<file path="src/rtl/controller_poller.sv">
// controller_poller: latches and clocks two serial game pads, deserializes 8 active-low buttons each
module controller_poller #(
  parameter int HALF_PERIOD = 6
) (
  input  logic       clk_12_5875,
  input  logic       rst,
  input  logic       start,
  output logic       busy,
  output logic       done,
  output logic       controller_clk_out,
  output logic       controller_latch,
  input  logic       controller_1_data_in_B,
  input  logic       controller_2_data_in_B,
  output logic [7:0] controller_1_buttons_out,
  output logic [7:0] controller_2_buttons_out
);
  typedef enum logic [2:0] {IDLE, LATCH, GAP, CLK_HI, CLK_LO, DONE} state_t;
  localparam logic [7:0] H_LAST = 8'(HALF_PERIOD - 1);
  state_t     state, state_n;
  logic [7:0] cnt, cnt_n;
  logic [2:0] bits, bits_n;
  logic [6:0] sr1, sr2;
  logic       hp_end, smp;
  // Next-state: every phase is a whole number of half-periods; LATCH spans two of them
  always_comb begin
    hp_end = cnt == H_LAST;
    state_n = state;
    cnt_n = hp_end ? 8'd0 : cnt + 8'd1;
    bits_n = bits;
    smp = 1'b0;
    case (state)
      IDLE, DONE: begin
        cnt_n = 8'd0;
        bits_n = 3'd0;
        state_n = start ? LATCH : IDLE;
      end
      LATCH: if (hp_end) begin
        bits_n = bits == 3'd1 ? 3'd0 : bits + 3'd1;
        state_n = bits == 3'd1 ? GAP : LATCH;
      end
      GAP: if (hp_end) begin
        smp = 1'b1;
        state_n = CLK_HI;
      end
      CLK_HI: state_n = hp_end ? CLK_LO : CLK_HI;
      CLK_LO: if (hp_end) begin
        smp = 1'b1;
        bits_n = bits + 3'd1;
        state_n = bits == 3'd6 ? DONE : CLK_HI;
      end
      default: state_n = IDLE;
    endcase
  end
  // State, shift registers and registered outputs; the eighth sample goes straight into the button bytes
  always_ff @(posedge clk_12_5875) begin
    if (rst) begin
      state <= IDLE;
      cnt <= 8'd0;
      bits <= 3'd0;
      sr1 <= 7'd0;
      sr2 <= 7'd0;
      busy <= 1'b0;
      done <= 1'b0;
      controller_clk_out <= 1'b0;
      controller_latch <= 1'b0;
      controller_1_buttons_out <= 8'd0;
      controller_2_buttons_out <= 8'd0;
    end else begin
      state <= state_n;
      cnt <= cnt_n;
      bits <= bits_n;
      if (smp) begin
        sr1 <= {sr1[5:0], controller_1_data_in_B};
        sr2 <= {sr2[5:0], controller_2_data_in_B};
      end
      if (smp && state_n == DONE) begin
        controller_1_buttons_out <= ~{sr1, controller_1_data_in_B};
        controller_2_buttons_out <= ~{sr2, controller_2_data_in_B};
      end
      busy <= state_n inside {LATCH, GAP, CLK_HI, CLK_LO};
      done <= state_n == DONE;
      controller_clk_out <= state_n == CLK_HI;
      controller_latch <= state_n == LATCH;
    end
  end
endmodule

</file>
<file path="config.mk">
export PLATFORM = sky130hd
export DESIGN_NAME = controller_poller
export DESIGN_NICKNAME = d
export VERILOG_FILES = /design/src/rtl/controller_poller.sv
export SDC_FILE = /design/constraint.sdc
export NUM_CORES = 1
export LEC_CHECK = 0
export CORE_MARGIN = 4
export CORE_UTILIZATION = 54
export CTS_CLUSTER_SIZE = 25
export DETAILED_ROUTE_END_ITERATION = 16
export GPL_TIMING_DRIVEN = 0
export PLACE_DENSITY = 0.8
export SYNTH_ARGS = -nofsm -noshare
export SYNTH_HDL_FRONTEND = slang
export SYNTH_SLANG_ARGS = --single-unit
export TNS_END_PERCENT = 1
</file>
<file path="constraint.sdc">
create_clock -name clk_12_5875 -period 2.31 [get_ports clk_12_5875]
set_input_delay 0.462 -clock clk_12_5875 [delete_from_list [all_inputs] [get_ports clk_12_5875]]
set_output_delay 0.462 -clock clk_12_5875 [all_outputs]
set_load 0.01 [all_outputs]
</file>
---- Yosys cells after proc, flatten, opt, wreduce, memory -nomap -nowiden ----
Index checks and enable logic that the tools add are counted.
storage, ports and cells
  bits of input ports ..................... 5
  output and inout port bits .............. 20
  flip-flop bits (word level) ............. 48
cells by class
  add/sub/neg operators ................... 2
  bitwise operators ....................... 2
  reduce and logical (&&, ||, !) cells .... 8
  multiplexer cells ....................... 14
  equal/unequal tests ..................... 15
operators by type and width
  operator               number
  $mux W3                8
  $not A8 Y8             2
  $eq A3 B3 Y1 const B   5
  $pmux W3 S5            1
  $eq A3 B2 Y1 const B   4
  $eq A3 B1 Y1 const B   3
  $pmux W3 S3            1
  $add A8 B1 Y8 const B  1
  $eq A8 B3 Y1 const B   1
  $ne A2 B2 Y1 const B   2
  $reduce_bool A4 Y1     1
  $reduce_or A2 Y1       2
  $reduce_or A4 Y1       1
  $add A3 B1 Y3 const B  1
  $logic_not A3 Y1       1
  $mux W1                3
  $reduce_and A3 Y1      1
  $reduce_bool A3 Y1     1
  $mux W2                1
  $logic_and A1 B1 Y1    1

---- Depth between registers and ports, before layout ----
  depth in word-level cells ............... 6
  gate-level depth with buffers ........... 8

---- Worst setup path before layout ----
OpenSTA, ideal clock, no wires.
  path type ............................... flip-flop to flip-flop
  start point ............................. register cnt[4]
  end point ............................... register busy
  stages on the path, launching flop included .. 6
  buffers on the path ..................... 0
  setup slack ............................. 0.287 ns
  data arrival time ....................... 1.902 ns
  clock period less this slack ............ 2.023 ns
  cells stage by stage .................... dfxtp_1 -> or4_4 -> nor4_4 -> a21oi_2 -> and3_4 -> mux2_4
on the way
  cells in the longest elaborated chain, start to end .. 5
RTL lines
  element                                     RTL line  text
  from (decl)                                 20        logic [7:0] cnt, cnt_n;
  from (signal assigned)                      70        cnt <= cnt_n;
  $eq A8 B3 Y1 (*)                            26        hp_end = cnt == H_LAST;
  $mux W3, on equally long branches           n/a
  $pmux W3 S5 (*)                             31        case (state)
  $eq A3 B1 Y1, or another cell as far along  80        busy <= state_n inside {LATCH, GAP, CLK_HI, CLK_LO};
  $reduce_bool A4 Y1 (*)                      80
  to (signal assigned)                        80
  to (decl)                                   8         output logic busy,
Mark *: on every way between the ends. The rest lies on a longest branch, timed or not.
A chain may end at the register's enable or synchronous reset.

---- Worst setup path after layout ----
Same ends and word-level chain as after synthesis.

==> impl_results.md <==
* TritonCTS clock tree: done
* FILL cells at 266
* Routed wl met2 at 1.50 mm
* Unrepaired setup endpoints after global routing: no
* N_diodes at 0
* Total global routing overflow at 0
* DR pass1 iterations at 4
* Die Area at 4710 sq um
* Slew Viols, Final at 0
* CP endpoint kind: register
* Total CTS buffers at 5
* Io pins at 25
* Critical Path Source: cnt[4]$_SDFF_PP0_
* Reg-to-reg endpoint: busy$_SDFF_PP0_
* Hold Buf Count CTS at 0
* Status: finished clean
* Pin count of the biggest net entering global routing at 16
* DP HPWL at 2.41 mm
* Final Cell Area at 2390 sq um
* Core area at 3440 sq um
* Worst R2R Setup Slack at 0.13 ns
* Post-DP Area at 2270 sq um
* Fin cells at 285
* Power Density at 658 nW/um^2
* # resized after CTS at 0
* Share of cells above drive strength 1 at 0.0921
* Initial antenna violation count at 0
* Synth warn at 0
* Critical Path Sink: busy$_SDFF_PP0_
* Final core occ at 0.696
* Synthesized cell area at 1990 sq um
* Vias in the first global route at 1,427
* Worst hold path type: register to register
* Crit path arrival time at 2.36 ns
* DRC at 0
* Die Wd at 68.6 um
* Crit path max fanout at 6
* Synth-to-layout area growth at 20.6%
* Placed cell count at 277
* Final hold violations at 0
* Commonest non-fill, non-tap cell in the layout: nor2_1
* Sequential element share of the synthesized area at 0.484
* Clock tree buffer depth at 2
* Post-route setup slack at 0.130 ns
* GP Congestion at 0.828
* F_max at 459 MHz
* Chip Height at 68.6 um
* Pre-CTS setup slack at 0.156 ns
* Routed Antenna Nets at 0
* Maximum vdd drop at 527 uV
* Metal-1 WL at 1.81 mm
* Clk slew on worst S/H paths at 0.09 ns
* Average cell area after synthesis at 9.55 sq um
* Crit Path Class: register to register
* Skew-Pair Late Insertion Delay at 0.30 ns
* Wirelength per Cell at 12.2 um
* Vias at 1,435
* WP data required at 2.49 ns
* Final setup TNS at 0 ns
* Cell Rows at 21
* Initial Util at 0.577
* R2r startpoint: cnt[4]$_SDFF_PP0_
* Drt total wl at 3.48 mm
* Initial DRC Count at 87
* Worst-margin pin slew at 0.566 ns
* Final setup viols at 0
* Max cap viols at 0
* WL met3 at 129 um
* Period utilization at 0.944
* Fin nets at 248
* CTS Root Cell: clkbuf_8
* Vias per cell at 5.04
* Final Skew at 0.0106 ns
* Worst slew margin at 0.620
* Post-CTS setup buffers at 0
* Yosys cell types at 42
* Crit path time final at 2.18 ns
* Port Buffers at 23
* Top Layer Used: met4
* Static Leak at 0.000885 uW
* Post-Syn Instances at 208
* Total GRT Usage at 0.169
* Crit path launch type: register
* Post-Synthesis Net Count at 218
* #FFs+latches synth at 48
* CTS Sinks at 48
* First-pass GRT wire length at 6.07 mm
* H-tree depth at 2
* Most frequent cells in the layout: nor2_1, dfxtp_1, clkdlybuf4s50_1
* R2r worst-path depth at 5
## report_power, final
part           internal, uW  leakage [uW]  switching [uW]
Combinational          49.6      0.000436            51.4
Clock                   354     0.0000614             274
Sequential              838      0.000388            7.55
Total                  1240      0.000885             333
## sequential cells by signal, summed over array words and instances (netlist names), 3 cells and up
name,flops
controller_1_buttons_out,8
state,3
controller_2_buttons_out,8
sr2,7
cnt,8
bits,3
sr1,7
## cell families (layout without fill, tap and decap cells)
family / Yosys count / after routing / synth area share
DFF: 48 / 48 / 0.484
xor gates and xnor gates: 10 / 10 / 0.0441
buffers and inverters: 14 / 45 / 0.0410
muxes: 16 / 16 / 0.0832
and+or+nand+nor: 85 / 85 / 0.214
AOI/OAI and AO/OA: 30 / 30 / 0.102
adders and majority gates: 5 / 5 / 0.0315
## metal layers
layer,track usage,vias to the layer above
met2,0.275,23
li1,-,768
met1,0.215,640
met3,0.0405,4
met5,0,-
met4,0.0670,0
## synth_stat cells
| cell | number | area (sq um) |
|---|---|---|
| ha_1 | 5 | 62.6 |
| xnor2_1 | 5 | 43.8 |
| a22o_1 | 1 | 8.76 |
| a31oi_1 | 2 | 12.5 |
| nand3b_1 | 1 | 7.51 |
| inv_1 | 4 | 15.0 |
| a21oi_1 | 11 | 55.1 |
| o31ai_1 | 1 | 7.51 |
| o31a_1 | 1 | 8.76 |
| a311oi_1 | 1 | 8.76 |
| or4_4 | 1 | 11.3 |
| o211ai_1 | 2 | 15.0 |
| and3_4 | 1 | 11.3 |
| a21oi_2 | 2 | 17.5 |
| nor3_1 | 1 | 5.00 |
| and3_1 | 4 | 25.0 |
| mux2_4 | 1 | 15.0 |
| o21ai_0 | 1 | 5.00 |
| nor2b_1 | 3 | 18.8 |
| nor2_1 | 52 | 195 |
| nand3_1 | 5 | 25.0 |
| xor2_1 | 5 | 43.8 |
| buf_6 | 1 | 11.3 |
| and2_1 | 3 | 18.8 |
| o21a_1 | 1 | 7.51 |
| clkbuf_8 | 2 | 27.5 |
| dfxtp_1 | 48 | 961 |
| nand2b_1 | 3 | 18.8 |
| nand2_1 | 3 | 11.3 |
| nand4_1 | 1 | 6.26 |
| nor4_4 | 1 | 21.3 |
| o221a_2 | 1 | 11.3 |
| buf_1 | 1 | 3.75 |
| a211oi_1 | 6 | 45.0 |
| and3b_1 | 1 | 8.76 |
| and3b_2 | 1 | 10.0 |
| mux2i_1 | 15 | 150 |
| buf_2 | 1 | 5.00 |
| nor4_1 | 1 | 6.26 |
| nor3b_1 | 1 | 7.51 |
| or3b_2 | 2 | 17.5 |
| clkbuf_1 | 5 | 18.8 |
## area by class of cell
cell class	count	area (sq um)	share of cell area
buffer	10	66.3	0.0277
clock buffer	6	82.6	0.0345
clock inverter	2	38.8	0.0162
inverter	4	15.0	0.00627
multi-input combinational	146	943	0.394
sequential	48	961	0.401
tap	46	57.6	0.0240
timing repair buffer	23	230	0.0961
## stage by stage
step           hold WS [ns]  total power, uW
3_3_place_gp          0.456              965
5_1_grt               0.505             1630
3_5_place_dp          0.458              966
4_1_cts               0.471             1580
6_report              0.467             1570
2_1_floorplan         0.435              938
## worst max-delay path: stages (launching register included)
cell and delay, ns:
dfxtp_1 0.35, or4_4 0.57, nor4_4 0.56, a21oi_2 0.09
and3_4 0.21, mux2_4 0.28
## worst min path at each step
| stage | from | endpoint | cells after the start |
|---|---|---|---|
| after floorplan | sr2[0]$_SDFFE_PP0P_ | controller_2_buttons_out[1]$_SDFFE_PP0P_ | 1 |
| after global placement | sr2[0]$_SDFFE_PP0P_ | controller_2_buttons_out[1]$_SDFFE_PP0P_ | 1 |
| after detailed placement | sr2[1]$_SDFFE_PP0P_ | controller_2_buttons_out[2]$_SDFFE_PP0P_ | 1 |
| after CTS | sr2[0]$_SDFFE_PP0P_ | controller_2_buttons_out[1]$_SDFFE_PP0P_ | 1 |
| after global routing | sr2[3]$_SDFFE_PP0P_ | controller_2_buttons_out[4]$_SDFFE_PP0P_ | 1 |
| final | sr2[0]$_SDFFE_PP0P_ | controller_2_buttons_out[1]$_SDFFE_PP0P_ | 1 |
(Power assumes the default switching activity.)
